**src/rtl/rr_shi_rd_256.sv**
```systemverilog
// Serial-in, word-out result reader.
// Collects WORD*NWORDS bits MSB first.
// Then streams the operand out low word first over a valid/ready handshake.
module rr_shi_rd_256 #(
  parameter int WORD   = 32,
  parameter int NWORDS = 8
) (
  input  logic            clk,
  input  logic            rst_n,
  input  logic            clr,
  input  logic            bit_in,
  input  logic            bit_we,
  input  logic            out_ready,
  output logic [WORD-1:0] dout,
  output logic            out_valid,
  output logic            done,
  output logic            ovf,
  output logic            busy
);

  localparam int TOTAL = WORD * NWORDS;
  localparam int BW    = $clog2(TOTAL + 1);
  localparam int WW    = (NWORDS > 1) ? $clog2(NWORDS) : 1;

  localparam logic [BW-1:0] BCNT_LAST = BW'(TOTAL - 1);
  localparam logic [WW-1:0] WCNT_LAST = WW'(NWORDS - 1);

  typedef enum logic {COLLECT, SEND} state_t;

  state_t           state, state_nxt;
  logic [TOTAL-1:0] sr;
  logic [BW-1:0]    bcnt;
  logic [WW-1:0]    wcnt;
  logic             hs;
  logic             last_bit;
  logic             last_word;

  assign hs        = (state == SEND) && out_ready;
  assign last_bit  = bit_we && (bcnt == BCNT_LAST);
  assign last_word = hs && (wcnt == WCNT_LAST);

  // Outputs are decoded straight from registers, so the first word is visible
  // in the cycle right after the edge that captured the final bit.
  assign out_valid = (state == SEND);
  assign busy      = (state == SEND);
  assign dout      = (state == SEND) ? sr[WORD-1:0] : '0;

  // State register.
  always_ff @(posedge clk or negedge rst_n) begin
    if (!rst_n) state <= COLLECT;
    else        state <= state_nxt;
  end

  // Next-state logic; clr forces COLLECT and overrides everything else.
  always_comb begin
    state_nxt = state;
    unique case (state)
      COLLECT: if (last_bit)  state_nxt = SEND;
      SEND:    if (last_word) state_nxt = COLLECT;
      default: state_nxt = COLLECT;
    endcase
    if (clr) state_nxt = COLLECT;
  end

  // Shift register, counters and flags.
  always_ff @(posedge clk or negedge rst_n) begin
    if (!rst_n) begin
      sr   <= '0;
      bcnt <= '0;
      wcnt <= '0;
      done <= 1'b0;
      ovf  <= 1'b0;
    end else if (clr) begin
      sr   <= '0;
      bcnt <= '0;
      wcnt <= '0;
      done <= 1'b0;
      ovf  <= 1'b0;
    end else begin
      done <= 1'b0;
      if (state == COLLECT) begin
        if (bit_we) begin
          sr <= {sr[TOTAL-2:0], bit_in};
          if (last_bit) begin
            bcnt <= '0;
            wcnt <= '0;
          end else begin
            bcnt <= bcnt + 1'b1;
          end
        end
      end else begin
        // Bits arriving while the operand is draining are dropped but flagged.
        if (bit_we) ovf <= 1'b1;
        if (hs) begin
          sr   <= {{WORD{1'b0}}, sr[TOTAL-1:WORD]};
          wcnt <= wcnt + 1'b1;
          done <= last_word;
        end
      end
    end
  end

endmodule

```
**config.mk**
```make
export PLATFORM = sky130hd
export DESIGN_NAME = rr_shi_rd_256
export DESIGN_NICKNAME = d
export VERILOG_FILES = /design/src/rtl/rr_shi_rd_256.sv
export SDC_FILE = /design/constraint.sdc
export NUM_CORES = 1
export LEC_CHECK = 0
export BUFFER_PORTS_ARGS = -buffer_cell sky130_fd_sc_hd__buf_2
export CAP_MARGIN = 25
export CORE_MARGIN = 4
export CORE_UTILIZATION = 45
export CTS_BUF_LIST = sky130_fd_sc_hd__clkbuf_2 sky130_fd_sc_hd__clkbuf_4 sky130_fd_sc_hd__clkbuf_8
export CTS_CLUSTER_SIZE = 24
export DETAILED_ROUTE_END_ITERATION = 10
export SYNTH_ARGS = -nofsm -noshare
export SYNTH_HDL_FRONTEND = slang
export SYNTH_SLANG_ARGS = --single-unit
```
**constraint.sdc**
```tcl
create_clock -name clk -period 2.3 [get_ports clk]
set_input_delay 0 -clock clk [delete_from_list [all_inputs] [get_ports clk]]
set_output_delay 0 -clock clk [all_outputs]
set_load 0.1 [all_outputs]
```
# After elaboration in Yosys (flattened, before gate mapping)
# Cells that the tools add are included.
# W data, S select, Z words.
word_totals:
  regBits: 271
  word_cells: 48
  in_bits: 6
op_classes:
  reduce_logical: 11
  eq_ne: 4
  bitwise_logic: 1
  n_mux: 24
  add_sub_neg: 2
op_table:
  columns: ["operator", "count"]
  rows:
  - ["$mux W256", 4]
  - ["$mux W9", 4]
  - ["$mux W32", 1]
  - ["$mux W3", 5]
  - ["$add A9 B1 Y9 const B", 1]
  - ["$eq A9 B8 Y1 const B", 1]
  - ["$mux W1", 9]
  - ["$reduce_and A2 Y1", 3]
  - ["$reduce_bool A3 Y1", 2]
  - ["$reduce_bool A2 Y1", 2]
  - ["$add A3 B1 Y3 const B", 1]
  - ["$eq A3 B3 Y1 const B", 1]
  - ["$logic_and A1 B1 Y1", 3]
  - ["$ne A3 B2 Y1 const B", 1]
  - ["$reduce_and A3 Y1", 1]
  - ["$ne A2 B2 Y1 const B", 1]
  - ["$pmux W1 S2", 1]
  - ["$not A1 Y1", 1]

# Longest topological paths before layout
depth:
  depth_word: 6
  mapped_depth: 8

# Worst setup path before layout
# No wires, ideal clock.
synth_path:
  path_kind: "register to output"
  start: "reg state, in the netlist busy"
  end: "out dout[0]"
  arrival_time_ps: 2528
  setup_slack_ps: -228
  stages_incl_launch_ff: 5
  path_buffers: 3
  path_cell_list: "dfrtp_1 -> buf_2 -> buf_2 -> buf_1 -> and2_1"
synth_via:
  elab_chain_len: 1
synth_lines:
  columns: ["item", "line_no", "text"]
  rows:
  - ["from (decl)", "30", "state_t state, state_nxt;"]
  - ["from (signal assigned)", "51", "else state <= state_nxt;"]
  - ["$mux W32", "46", "assign dout = (state == SEND) ? sr[WORD-1:0] : '0;"]
  - ["to (decl)", "14", "output logic [WORD-1:0] dout,"]
# No other way between the ends.

# Final worst setup path
layout_path:
  start: "reg state, in the netlist busy"
  end: "out dout[25]"
# The elaborated chain is that of the path after synthesis.

==> impl_results.md <==
* Clock Tree Root: clkbuf_8
* Post-synthesis async set-or-reset flop share at 1.000
* CP max stage delay at 610 ps
* Drt total wl at 26.58 mm
* NetSw at 2.270 mW
* CORE AREA at 28160 um2
* Part of the power in combinational logic at 0.040
* Std-Cell Rows at 61
* Via density at 5.370
* Port bufs at 41
* Setup Buffers After CTS at 0
* Initial antenna violation count at 0
* Reg2Reg Depth at 5
* Reg2reg end: sr[72]
* Die area at 31700 um2
* Clock Latency Late Sink at 550 ps
* Final Max Slew Viols at 0
* Clk pwr share at 0.480
* Main synth FF type: dfrtp_1
* Slew headroom at 0.3886
* Largest net degree at the start of global routing at 191
* Final nets at 1263
* Critical Path End Type: output port
* Worst Setup Path Type: register to output port
* Most common cell in the netlist: nand2_1
* Critical Path, Cell by Cell: buf_16 > and2_1 > buf_2
* H-tree levels at 2
* Gr usage total at 0.1721
* GPL Wtd Cong at 0.7371
* Reg-to-reg setup timing slack at 250 ps
* Synthesized cell area at 13010 um2
* Sequential power share at 0.480
* Worst-path clk slew at 60 ps
* Final Cycle Share at 0.9325
* CP startpoint kind: register
* EDFF count, synth at 0
* Crit-path slowest cell: dfrtp_4
* Unique cell type count in the Yosys netlist at 32
* Max Root-Sink Buffers at 3
* Crit path required time at 2300 ps
* GR Overflow Total at 0
* Max Freq at 466.3 MHz
* DR WL/cell at 15.92 um
* Reg2Reg Launch Point: busy
* Clock tree from TritonCTS: yes
* P_int at 7.698 mW
* Leak pwr at 5.864 nW
* Post-layout instance area at 15150 um2
* Final setup viols at 0
* Cells after synthesis at 1249
* Vias at 8963
* Critical Path AT at 2140 ps
* Hold violation count in the final report at 0
* Ranking of synthesized cells by area: dfrtp_1 52%, mux2i_1 17%, o31ai_1 13%
* Setup_tns at 0 ps
* Setup crit start: busy
* Max Cap Violations at 0
* First-pass GRT wire length at 46.09 mm
* Seq/Total Area, Yosys at 0.5212
* Die Span Y at 178.0 um
* Clock Skews at 15.74 ps
* Syn Area/Cell at 10.42 um2
* Die Wd at 178.0 um
* CTS buffer count at 47
* Synth warn at 0
* Share of layout cells above drive strength 1 at 0.1263
* Initial core utilization at 0.4620
* 1st-iter DRT viols at 708
* Share of the synthesized area in the top cell type at 0.5212
* Worst vdd ir at 0.6405 mV
* Worst-Margin Slew at 917.0 ps
* ANT nets after route at 0
* Synth cell count leaders: 294 x nand2_1, 271 x dfrtp_1, 224 x mux2i_1, 224 x o31ai_1, 70 x clkbuf_1
* Switching Share at 0.2278
* CP Max Fanout at 61
* Worst path depth at 3
* CP top delay family: buffers and inverters
* #FFs+latches synth at 271
* PD cells at 657.9 nW/um2
* Crit path to: dout[25]
* Layout area overhead at 16.45%
* Synth area leader: dfrtp_1
* Hold Path Class: input pin to async pin
* Critical path buffers and inverters at 2
* Outcome: completed
* Detailed placer's ending HPWL at 15.26 mm
* First-pass DRT Iterations at 5
* Synth Net Count at 1258
* Period minus WS final at 2145 ps
* Dpl cell area at 13990 um2
* Vias in the first global route at 9066
* # IOs at 42
* Antenna cells at 0
* RSZ-0062 raised after global routing: no
* Post-route DRC violation count at 0
* Clock sinks at 271
[flip-flops by register name (all words and copies together) (netlist names)]
signal,flops
wcnt,3
sr,256
bcnt,9
done,1
ovf,1
busy,1
[worst reg2reg max path, stage by stage, from the launching register on]
cell	delay, ps
dfrtp_4	610
nor2b_1	140
a211oi_4	460
buf_12	460
nand2_1	200
o31ai_1	90
[power groups by stage]
| stage | combinational (mW) | clock [mW] | sequential, mW |
|---|---|---|---|
| final | 0.402 | 4.78 | 4.78 |
| after global placement | 0.405 | 0 | 4.87 |
| after global routing | 0.454 | 5.17 | 4.78 |
| after CTS | 0.414 | 4.94 | 4.78 |
| after detailed placement | 0.406 | 0 | 4.87 |
| after floorplan | 0.205 | 0 | 4.87 |
[metal layers]
metal,up-vias,track usage,share of wire
met4,0,0.04802,0.019
li1,4475,-,-
met2,106,0.2773,0.47
met3,45,0.02671,0.027
met1,4337,0.2435,0.48
met5,-,0,0
[how the worst min path moves through the flow]
stage	start	cells past startpoint	endpoint
3_3_place_gp	rst_n	1	sr[18]
3_5_place_dp	rst_n	1	sr[18]
5_1_grt	rst_n	2	sr[19]
2_1_floorplan	rst_n	0	bcnt[0]
4_1_cts	rst_n	2	sr[18]
6_report	rst_n	2	sr[18]
[cells by family (layout without fill, tap and decap cells)]
family,after synthesis,count (layout),share of synthesized area
AO/OA/AOI/OAI,272,272,0.1502
AND/OR/NAND/NOR,353,353,0.1115
XOR/XNOR,5,5,0.003366
multiplexers,224,224,0.1723
buffers and inverters,121,163,0.03847
flip-flops,271,271,0.5212
adder cells (fa/ha/maj),3,3,0.002885
[layout by cell type, fill, tap and decap left out, types with 2 or more instances in the layout]
| cell type | Yosys | layout |
|---|---|---|
| buf_12 | 0 | 39 |
| o21ai_0 | 35 | 35 |
| clkbuf_4 | 0 | 16 |
| and2_1 | 33 | 31 |
| o2111ai_1 | 2 | 2 |
| ha_1 | 3 | 3 |
| xor2_1 | 5 | 5 |
| and3_1 | 2 | 2 |
| nand3_1 | 5 | 5 |
| dlygate4sd3_1 | 0 | 7 |
| inv_1 | 3 | 3 |
| clkinv_2 | 0 | 5 |
| buf_2 | 34 | 15 |
| nor2_1 | 9 | 8 |
| mux2i_1 | 224 | 224 |
| clkbuf_8 | 0 | 64 |
| nand2_1 | 294 | 294 |
| o31ai_1 | 224 | 224 |
| dfrtp_1 | 271 | 270 |
| buf_4 | 1 | 9 |
| and2_2 | 0 | 2 |
| nor3_1 | 3 | 3 |
| a21oi_1 | 5 | 5 |
[stage by stage]
stage / power (mW) / util / worst slack [ps] / instances / hold WS [ps]
after floorplan: 5.072 / - / 172.2 / 1249 / -295.6
after global placement: 5.273 / 0.4966 / 380.3 / 1575 / 64.05
after detailed placement: 5.274 / 0.4966 / 336.3 / 1575 / 62.30
after CTS: 10.14 / 0.5380 / 120.7 / 1669 / 64.15
after global routing: 10.40 / 0.5380 / 59.47 / 1669 / 88.68
final: 9.968 / 0.5380 / 155.3 / 1669 / 57.15
[timing repair]
action	CTS	global route
endpoints found under the hold margin	315	0
hold buffers	7	0
setup endpoints to repair	8	0
gates resized for setup	1	0
[layout make-up]
type | instances | area, um2
Clock buffer | 80 | 1001
Tap cell | 378 | 473.0
Clock inverter | 6 | 55.05
Sequential cell | 271 | 6785
Fill cell | 2483 | 13010
Inverter | 3 | 11.26
Timing Repair Buffer | 74 | 1080
Multi-Input combinational cell | 857 | 5747
Note: power is estimated with default switching activity, not from simulation.
